==> src/rtl/core_pkg.sv <==
// Shared types and instruction field layout for the shader-core issue stage.
package core_pkg;

    typedef enum logic [1:0] {
        ALU    = 2'b00,
        FPU    = 2'b01,
        SFU    = 2'b10,
        BRANCH = 2'b11
    } unit_e;

    typedef enum logic [1:0] {
        ISSUE   = 2'b00,
        WAIT_BR = 2'b01,
        FLUSH   = 2'b10
    } issue_state_e;

    localparam int OPC_W    = 7;
    localparam int OPC_LSB  = 0;
    localparam int DEST_LSB = 7;
    localparam int SRCA_LSB = 12;
    localparam int SRCB_LSB = 17;
    localparam int BANK_LSB = 22;

    // A single bank still needs a 1-bit select field.
    function automatic int bank_bits(input int n);
        return (n > 1) ? $clog2(n) : 1;
    endfunction

endpackage

==> src/rtl/issue_scoreboard.sv <==
// Per-bank register busy bits: one set port from issue, NUM_WB clear ports from
// writeback, and combinational hazard lookups against the registered state.
module issue_scoreboard
    import core_pkg::*;
#(
    parameter  int NREGS  = 32,
    parameter  int NBANKS = 2,
    parameter  int NUM_WB = 4,
    localparam int RW     = $clog2(NREGS),
    localparam int BW     = bank_bits(NBANKS)
) (
    input  logic               clk_i,
    input  logic               rst_i,
    input  logic               set_i,
    input  logic [BW-1:0]      set_bank_i,
    input  logic [RW-1:0]      set_dest_i,
    input  logic [NUM_WB-1:0]  wb_valid_i,
    input  logic [NUM_WB*RW-1:0] wb_dest_i,
    input  logic [NUM_WB*BW-1:0] wb_bank_i,
    input  logic [BW-1:0]      rd_bank_i,
    input  logic [RW-1:0]      rd_a_i,
    input  logic [RW-1:0]      rd_b_i,
    input  logic [RW-1:0]      rd_dst_i,
    output logic               busy_a_o,
    output logic               busy_b_o,
    output logic               busy_dst_o
);

    logic [NBANKS-1:0][NREGS-1:0] busy_q, busy_d;
    logic                         rd_bank_ok;

    function automatic logic bank_ok(input logic [BW-1:0] b);
        return 32'(b) < NBANKS;
    endfunction

    // Clears are applied first so a same-edge issue to the same entry wins.
    always_comb begin
        busy_d = busy_q;
        for (int unsigned k = 0; k < NUM_WB; k++) begin
            if (wb_valid_i[k] && bank_ok(wb_bank_i[k*BW +: BW])) begin
                busy_d[wb_bank_i[k*BW +: BW]][wb_dest_i[k*RW +: RW]] = 1'b0;
            end
        end
        if (set_i && bank_ok(set_bank_i)) begin
            busy_d[set_bank_i][set_dest_i] = 1'b1;
        end
    end

    always_ff @(posedge clk_i or posedge rst_i) begin
        if (rst_i) begin
            busy_q <= '0;
        end else begin
            busy_q <= busy_d;
        end
    end

    assign rd_bank_ok = bank_ok(rd_bank_i);
    assign busy_a_o   = rd_bank_ok & busy_q[rd_bank_i][rd_a_i];
    assign busy_b_o   = rd_bank_ok & busy_q[rd_bank_i][rd_b_i];
    assign busy_dst_o = rd_bank_ok & busy_q[rd_bank_i][rd_dst_i];

endmodule

==> src/rtl/issue_ctrl.sv <==
// In-order issue stage: hazard check against the scoreboard, zero-latency
// dispatch to ALU/FPU/SFU, and a hold/flush sequence around branches.
module issue_ctrl
    import core_pkg::*;
#(
    parameter  int WIDTH  = 32,
    parameter  int LANES  = 4,
    parameter  int NREGS  = 32,
    parameter  int NBANKS = 2,
    parameter  int NUM_WB = 4,
    localparam int RW     = $clog2(NREGS),
    localparam int BW     = bank_bits(NBANKS)
) (
    input  logic                 clk_i,
    input  logic                 rst_i,
    input  logic [WIDTH-1:0]     instr_i,
    input  logic                 instr_valid_i,
    output logic                 instr_ready_o,
    output logic                 stall_o,
    output logic                 flush_o,
    output logic [RW-1:0]        rf_ra_o,
    output logic [RW-1:0]        rf_rb_o,
    output logic [BW-1:0]        rf_bank_o,
    output logic [OPC_W-1:0]     iss_opc_o,
    output logic [RW-1:0]        iss_dest_o,
    output logic [BW-1:0]        iss_bank_o,
    output logic                 alu_valid_o,
    input  logic                 alu_ready_i,
    output logic                 fpu_valid_o,
    input  logic                 fpu_ready_i,
    output logic                 sfu_valid_o,
    input  logic                 sfu_ready_i,
    input  logic [NUM_WB-1:0]    wb_valid_i,
    input  logic [NUM_WB*RW-1:0] wb_dest_i,
    input  logic [NUM_WB*BW-1:0] wb_bank_i,
    input  logic                 br_valid_i,
    input  logic [LANES-1:0]     br_taken_i
);

    logic [OPC_W-1:0] opc;
    logic [RW-1:0]    dest, src_a, src_b;
    logic [BW-1:0]    bank;
    unit_e            unit;
    logic             busy_a, busy_b, busy_dst, hazard, tgt_ready;
    logic             issue_set;
    logic             ready, stall, flush, alu_v, fpu_v, sfu_v;
    logic             unused_instr;
    issue_state_e     state_q, state_d;

    assign opc   = instr_i[OPC_LSB  +: OPC_W];
    assign dest  = instr_i[DEST_LSB +: RW];
    assign src_a = instr_i[SRCA_LSB +: RW];
    assign src_b = instr_i[SRCB_LSB +: RW];
    assign bank  = instr_i[BANK_LSB +: BW];
    assign unit  = unit_e'(opc[6:5]);

    assign unused_instr = ^instr_i;

    issue_scoreboard #(
        .NREGS  (NREGS),
        .NBANKS (NBANKS),
        .NUM_WB (NUM_WB)
    ) u_sb (
        .clk_i      (clk_i),
        .rst_i      (rst_i),
        .set_i      (issue_set),
        .set_bank_i (bank),
        .set_dest_i (dest),
        .wb_valid_i (wb_valid_i),
        .wb_dest_i  (wb_dest_i),
        .wb_bank_i  (wb_bank_i),
        .rd_bank_i  (bank),
        .rd_a_i     (src_a),
        .rd_b_i     (src_b),
        .rd_dst_i   (dest),
        .busy_a_o   (busy_a),
        .busy_b_o   (busy_b),
        .busy_dst_o (busy_dst)
    );

    // Branches write no register, so their dest field is not a WAW source.
    assign hazard = busy_a | busy_b | ((unit != BRANCH) & busy_dst);

    always_comb begin
        tgt_ready = 1'b0;
        unique case (unit)
            ALU, BRANCH: tgt_ready = alu_ready_i;
            FPU:         tgt_ready = fpu_ready_i;
            SFU:         tgt_ready = sfu_ready_i;
            default:     tgt_ready = 1'b0;
        endcase
    end

    always_ff @(posedge clk_i or posedge rst_i) begin
        if (rst_i) begin
            state_q <= ISSUE;
        end else begin
            state_q <= state_d;
        end
    end

    always_comb begin
        state_d   = state_q;
        ready     = 1'b0;
        stall     = 1'b0;
        flush     = 1'b0;
        alu_v     = 1'b0;
        fpu_v     = 1'b0;
        sfu_v     = 1'b0;
        issue_set = 1'b0;
        unique case (state_q)
            ISSUE: begin
                if (instr_valid_i) begin
                    if (!hazard && tgt_ready) begin
                        ready = 1'b1;
                        unique case (unit)
                            FPU:     fpu_v = 1'b1;
                            SFU:     sfu_v = 1'b1;
                            default: alu_v = 1'b1;
                        endcase
                        if (unit == BRANCH) begin
                            state_d = WAIT_BR;
                        end else begin
                            issue_set = 1'b1;
                        end
                    end else begin
                        stall = 1'b1;
                    end
                end
            end
            WAIT_BR: begin
                stall = instr_valid_i;
                if (br_valid_i) begin
                    state_d = (|br_taken_i) ? FLUSH : ISSUE;
                end
            end
            FLUSH: begin
                flush   = 1'b1;
                stall   = instr_valid_i;
                state_d = ISSUE;
            end
            default: state_d = ISSUE;
        endcase
    end

    // Handshake and issue outputs are forced low for the whole reset window,
    // not just after the first edge.
    assign instr_ready_o = ready & ~rst_i;
    assign stall_o       = stall & ~rst_i;
    assign flush_o       = flush & ~rst_i;
    assign alu_valid_o   = alu_v & ~rst_i;
    assign fpu_valid_o   = fpu_v & ~rst_i;
    assign sfu_valid_o   = sfu_v & ~rst_i;
    assign iss_opc_o     = rst_i ? '0 : opc;
    assign iss_dest_o    = rst_i ? '0 : dest;
    assign iss_bank_o    = rst_i ? '0 : bank;

    assign rf_ra_o   = src_a;
    assign rf_rb_o   = src_b;
    assign rf_bank_o = bank;

endmodule

==> config.mk <==
export PLATFORM = sky130hd
export DESIGN_NAME = issue_ctrl
export DESIGN_NICKNAME = d
export VERILOG_FILES = /design/src/rtl/core_pkg.sv /design/src/rtl/issue_scoreboard.sv /design/src/rtl/issue_ctrl.sv
export SDC_FILE = /design/constraint.sdc
export NUM_CORES = 1
export LEC_CHECK = 0
export ABC_AREA = 0
export BUFFER_PORTS_ARGS = -buffer_cell sky130_fd_sc_hd__buf_2
export CORE_MARGIN = 2
export CORE_UTILIZATION = 30
export DETAILED_ROUTE_END_ITERATION = 10
export GPL_ROUTABILITY_DRIVEN = 0
export PLACE_DENSITY_LB_ADDON = 0.3
export SLEW_MARGIN = 20
export SYNTH_ARGS = -nofsm -noshare
export SYNTH_HDL_FRONTEND = slang
export SYNTH_SLANG_ARGS = --single-unit
==> constraint.sdc <==
create_clock -name clk_i -period 6.65 [get_ports clk_i]
set_input_delay 1.995 -clock clk_i [delete_from_list [all_inputs] [get_ports clk_i]]
set_output_delay 1.995 -clock clk_i [all_outputs]
set_load 0.05 [all_outputs]
==> results of run 1 <==
-- final cells by class --
class / instances / area (um2) / share of cell area (%)
repair buffers: 123 / 716 / 9.34
well taps: 280 / 350 / 4.57
flip-flops and latches: 66 / 1650 / 21.6
multi-input cells: 623 / 4580 / 59.8
clock buffers: 13 / 260 / 3.40
clock inverters: 2 / 60.1 / 0.784
inverters: 12 / 45.0 / 0.588
-- sequential cells by signal, summed over array words and instances, names as in the netlist --
register     flops
u_sb.busy_q     64
state_q          2
-- timing repair --
action / 4_1_cts / 5_1_grt
setup endpoints to repair: 5 / 4
buffers inserted: 0 / 0
hold buffers: 0 / 0
pin swaps: 0 / 0
resized for setup: 3 / 4
-- per-stage QoR --
step | setup slack (ns) | cells
after floorplan | 0.00127 | 767
after global placement | -0.191 | 1104
after detailed placement | -0.222 | 1104
after CTS | 0.00395 | 1119
after global routing | 0.00216 | 1119
final | 0.162 | 1119
-- worst max-delay path, stage by stage --
cell and delay [ns]:
buf_6 0.20, buf_4 0.27, mux4_2 0.54, a32oi_1 0.19, o2111ai_2 0.17, nor4b_4 0.34
nand3_2 0.24, buf_4 0.21, nor3_2 0.10, buf_4 0.22
-- metal layers --
metal / wire (um) / up-vias
met2: 11600 / 505
met4: 1040 / 0
met1: 11600 / 3401
li1: - / 3108
met3: 3200 / 91
met5: 0 / -
-- cells in the mapped netlist (17+ instances only) --
library cell and n:
nor3_1 17, mux4_2 41, o21ai_0 24, mux2i_1 27, clkbuf_1 44, a22oi_1 77, o31ai_1 38, dfrtp_1 66
nand4_1 30, nand2_1 107, nand3_1 53, nor2b_1 24, nor2_1 62
-- worst min path at each step --
stage / slack, ns / endpoint / from / cells past startpoint
after floorplan: 0.50 / u_sb.busy_q[31] / u_sb.busy_q[31] / 2
after global placement: 0.55 / u_sb.busy_q[42] / u_sb.busy_q[42] / 2
after detailed placement: 0.56 / state_q[0] / state_q[0] / 1
after CTS: 0.58 / state_q[0] / state_q[0] / 1
after global routing: 0.59 / state_q[0] / state_q[0] / 1
final: 0.57 / state_q[0] / state_q[0] / 1
-- report_power, final --
group          internal [W]  switching (W)  leakage, nW
Clock              0.000347       0.000177        0.156
Sequential         0.000441      0.0000681        0.911
Combinational      0.000157       0.000278         1.76
-- cells in the final DEF (no fill, tap or decap), types with 4 or more instances in the layout --
master / synthesis / final
mux4_2: 41 / 41
a221oi_1: 8 / 8
nand3_1: 53 / 53
buf_2: 2 / 86
nor3_1: 17 / 14
nand2_1: 107 / 107
a22oi_1: 77 / 77
and3b_1: 8 / 8
nor3b_1: 13 / 10
o31ai_1: 38 / 38
nor2b_1: 24 / 24
inv_1: 12 / 11
a2111oi_0: 5 / 5
nor2_1: 62 / 62
a21oi_1: 11 / 11
dfrtp_1: 66 / 66
clkbuf_16: 0 / 9
buf_4: 11 / 33
ha_1: 7 / 7
mux2i_1: 27 / 27
nand4_1: 30 / 30
nor4b_4: 1 / 4
nand2b_1: 11 / 11
nand3b_1: 4 / 4
o21ai_0: 24 / 24
o2111ai_1: 11 / 10
and3_1: 7 / 7
and2_1: 4 / 4
-- cells by family (layout without fill, tap and decap cells) --
group           count (synthesis)  after routing  share of synthesized area (%)
fa+ha+maj                       7              7                           1.34
simple gates                  356            356                           27.8
mux                            70             70                           18.6
compound gates                190            190                           21.3
flops                          66             66                           25.2
buf+inv                        78            150                           5.83
==> metrics.yaml, run 1 <==
final_layout:
  n_antenna_cell: 0
  fin_nets: 913
  post-route-util_pct: 35.4
  areaGrowthSynthToFinish_pct: 17.0
  drive_gt1_share_pct: 23.7
  fillers: 2281
  fin_area_um2: 7660
floorplanning:
  die_x_um: 152
  rows: 54
  die_height_um: 152
  ios: 101
  coreArea_um2: 21600
  die-area_um2: 23000
  initial_core_util_pct: 30.3
yosys:
  ys_warn_count: 0
  synth.distinct_cells: 51
  synth_area_um2: 6550
  synth_nets: 845
  synth_ff_type: "dfrtp_1"
  synth_top_cell_area_share_pct: 25.2
  syn_inst: 767
  ys_seq_elements: 66
  synth_top_area_cell: "dfrtp_1"
  synth_area_per_cell_um2: 8.54
  synth-async-reset-ratio_pct: 100
  synthTopCellsByArea: "dfrtp_1 (25%), mux4_2 (14%), a22oi_1 (8.8%)"
  seq_area_frac_synth_pct: 25.2
  synth-edff-count: 0
grt:
  grt-ovfl-total: 0
  first_global_vias: 6770
  grtUsageMet2_pct: 34.5
  grt_usage_pct: 24.0
  grt_pass1_wl_um: 41400
  grt_util_met3_pct: 6.05
  antenna_found_initial: 0
  busiest_layer: "met1"
  grtUsageMet1_pct: 34.6
  grt_max_degree: 65
detailed_routing:
  vias: 7105
  drcViolationCount: 0
  viasPerCell: 6.35
  final_antenna_net_count: 0
  drtIter0Drc: 885
  dr.pass1.iters: 6
  finalWirelength_um: 27500
  wl_per_cell_um: 24.5
power_and_ir_drop:
  power.leakage_nw: 2.83
  p_per_area_nw_per_um2: 191
  vdd_ir_drop_max_mv: 0.123
  finalPower_w: 0.00147
sta:
  worstMarginPinSlew_ns: 1.15
  final-setup-viol-count: 0
  whs_ns: 0.571
  fmax_mhz: 154
  skew_ns: 0.00744
  post-route-min-period_ns: 6.49
  fin_crit_sh_pct: 97.6
  rsz0062_at_grt: "false"
  finalHoldViolCount: 0
  relSlewSlack_pct: 22.6
  tns_ns: 0
  final_max_slew_viol_count: 0
cts:
  h-tree-depth: 3
  cts.path.max_buffers: 2
  clkTransAtPathRegs_ns: 0.05
  numCtsBuffers: 9
  cts_tree: "yes"
  root_buffer: "clkbuf_16"
  clk_latency_ns: 0.35
  cts_num_sinks: 66
worst_setup_path:
  critical_path_arrival_ns: 4.49
  cp.required_ns: 4.66
  reg2reg_setup_slack_ns: 3.45
  crit_path_end_kind: "output port"
  startpoint_type: "primary input"
  worstReg2RegStart: "u_sb.busy_q[47]"
  worstSetupPathType: "in -> out"
  rr_endpoint: "u_sb.busy_q[43]"
  rr_worst_depth: 9
  critPathLaunch: "instr_i[22]"
  crit_fanout: 19
  endpoint: "instr_ready_o"
min_path:
  hold_class: "reg -> reg"
outcome:
  status: "finished clean"
placement:
  place_hpwl_um: 20900
  numPortBuffers: 91
  dpl-instance-area_um2: 7300
run:
  drv_cap: 0
Note: power is estimated with default switching activity, not from simulation.
==> inputs of run 2 (changes only) <==
Settings changed: PLACE_DENSITY set to 0.54, PLACE_DENSITY_LB_ADDON 0.3 to not set, SLEW_MARGIN 20 to not set.
==> run 2 against run 1 <==
Die area unchanged. Sequential power about the same. Wire length down 4.1%. Global-route usage decreased by 0.90 points. Cell count down 0.36%. Total power increased by 2.5%. Non-clock buffer count shrank 5. Clock power is 8.8% higher. Largest cell class unchanged.
==> metrics.yaml, run 2 (synthesis gave the netlist of run 1 again) <==
final_layout:
  layout_common_cells: "nand2_1 (107), buf_2 (88), a22oi_1 (76), dfrtp_1 (66), nor2_1 (62)"
  largest_reg_flops: 64
  fin_nets: 908
  n_antenna_cell: 0
  layout_commonest_cell: "nand2_1"
  post-route-util_pct: 35.3
  top_regs: "u_sb.busy_q (64), state_q (2)"
  largest-register: "u_sb.busy_q"
  areaGrowthSynthToFinish_pct: 16.7
  drive_gt1_share_pct: 23.2
  fillers: 2272
run:
  drv_cap: 0
grt:
  grtUsageMet2_pct: 33.7
  grt_util_met3_pct: 5.09
  grt_usage_pct: 23.1
  grt-ovfl-total: 0
  grt_pass1_wl_um: 39900
  busiest_layer: "met1"
  antenna_found_initial: 0
  first_global_vias: 6327
  grtUsageMet1_pct: 33.8
  grt_max_degree: 65
power_and_ir_drop:
  p_int_w: 0.000982
  p_sw_w: 0.000523
  vdd_ir_drop_max_mv: 0.117
  clkPwrFrac_pct: 37.9
  combinationalPowerShare_pct: 28.5
  swShare_pct: 34.8
  finalPower_w: 0.00150
  p_per_area_nw_per_um2: 197
  power.leakage_nw: 2.82
  power_frac_seq_pct: 33.7
floorplanning:
  die_height_um: 152
  die_x_um: 152
  ios: 101
  initial_core_util_pct: 30.3
  rows: 54
  die-area_um2: 23000
  coreArea_um2: 21600
sta:
  fmax_mhz: 154
  fin_crit_sh_pct: 97.6
  post-route-min-period_ns: 6.49
  finalHoldViolCount: 0
  final_max_slew_viol_count: 0
  relSlewSlack_pct: 8.60
  worstMarginPinSlew_ns: 1.36
  layout_setup_ws_ns: 0.159
  skew_ns: 0.00791
  rsz0062_at_grt: "false"
  final-setup-viol-count: 0
placement:
  post-place-ws_ns: -0.147
  numPortBuffers: 91
  place_hpwl_um: 20900
worst_setup_path:
  cp_slowest_cell: "mux4_2"
  worstPathCellList: "buf_4, buf_4, mux4_2, a32oi_1, o2111ai_2, nor4b_4, nand3_4, nor4b_4, clkbuf_4"
  worstSetupPathType: "in -> out"
  critical_path_arrival_ns: 4.50
  crit_path_end_kind: "output port"
  max_stage_delay_ns: 0.53
  crit_fanout: 17
  cp.required_ns: 4.66
  startpoint_type: "primary input"
detailed_routing:
  dr.pass1.iters: 6
  wl_per_cell_um: 23.6
  viasPerCell: 6.20
  vias: 6915
  drtIter0Drc: 680
  final_antenna_net_count: 0
  drcViolationCount: 0
  finalWirelength_um: 26300
cts:
  cts_tree: "yes"
  cts.hold.buffers_added: 0
  clk_latency_ns: 0.34
  h-tree-depth: 3
  numCtsBuffers: 9
  clkTransAtPathRegs_ns: 0.05
  cts_num_sinks: 66
  cts.path.max_buffers: 2
  root_buffer: "clkbuf_16"
outcome:
  status: "finished clean"
min_path:
  hold_class: "reg -> reg"
-- run 2: cell count changes in the layout (fill, tap and decap cells not counted), sizes merged --
cell and delta:
buf -5, bufinv +1, clkbuf -2, clkinv +2
-- run 2: power groups by stage --
stage               Clock (W)  Combinational [W]  Sequential (W)
global placement            0           0.000421        0.000507
global route         0.000588           0.000467        0.000510
detailed placement          0           0.000423        0.000510
finish               0.000570           0.000428        0.000507
floorplan                   0           0.000316        0.000474
CTS                  0.000573           0.000425        0.000502
-- run 2: stage by stage --
step / instances / cell area, um2 / setup TNS (ns) / hold WS [ns]
final: 1115 / 7640 / 0 / 0.580
after global routing: 1115 / 7640 / 0 / 0.607
after CTS: 1115 / 7620 / 0 / 0.579
after detailed placement: 1099 / 7260 / -0.487 / 0.565
after global placement: 1099 / 7260 / -0.436 / 0.542
after floorplan: 767 / 6630 / 0 / 0.495
-- run 2: worst max-delay path: cells and delay by family --
kind,cells,cell delay (ns)
AO/OA/AOI/OAI,2,0.41
buffers and inverters,3,0.70
multiplexers,1,0.53
AND/OR/NAND/NOR,3,0.85
-- run 2: worst paths after layout --
check                                start  slack [ns]  cells past startpoint               to
min in group asynchronous            rst_i        1.87                      2       state_q[0]
setup reg to reg           u_sb.busy_q[55]        3.53                      8  u_sb.busy_q[23]
max in group asynchronous            rst_i        3.76                      3  u_sb.busy_q[12]
hold reg to reg            u_sb.busy_q[42]        0.58                      2  u_sb.busy_q[42]
setup / recovery               instr_i[22]        0.16                      9      alu_valid_o
hold / removal             u_sb.busy_q[42]        0.58                      2  u_sb.busy_q[42]
-- run 2: area by class of cell --
class,instances,area (um2),share of cell area (%)
Clock buffer,11,253,3.31
Multi-Input combinational cell,623,4570,59.8
Clock inverter,5,100,1.31
Timing Repair Buffer,118,669,8.76
Inverter,12,45.0,0.589
Sequential cell,66,1650,21.6
Tap cell,280,350,4.58
-- run 2: metal layers --
layer,part of all wire [%],vias to the layer above
li1,-,3103
met1,45,3361
met2,43,411
met3,10,40
met4,2.3,0
met5,0,-
-- run 2: repair_timing --
action	4_1_cts	5_1_grt
gates cloned	0	0
setup buffers	0	0
gates resized for setup	1	5
setup endpoints to repair	4	4
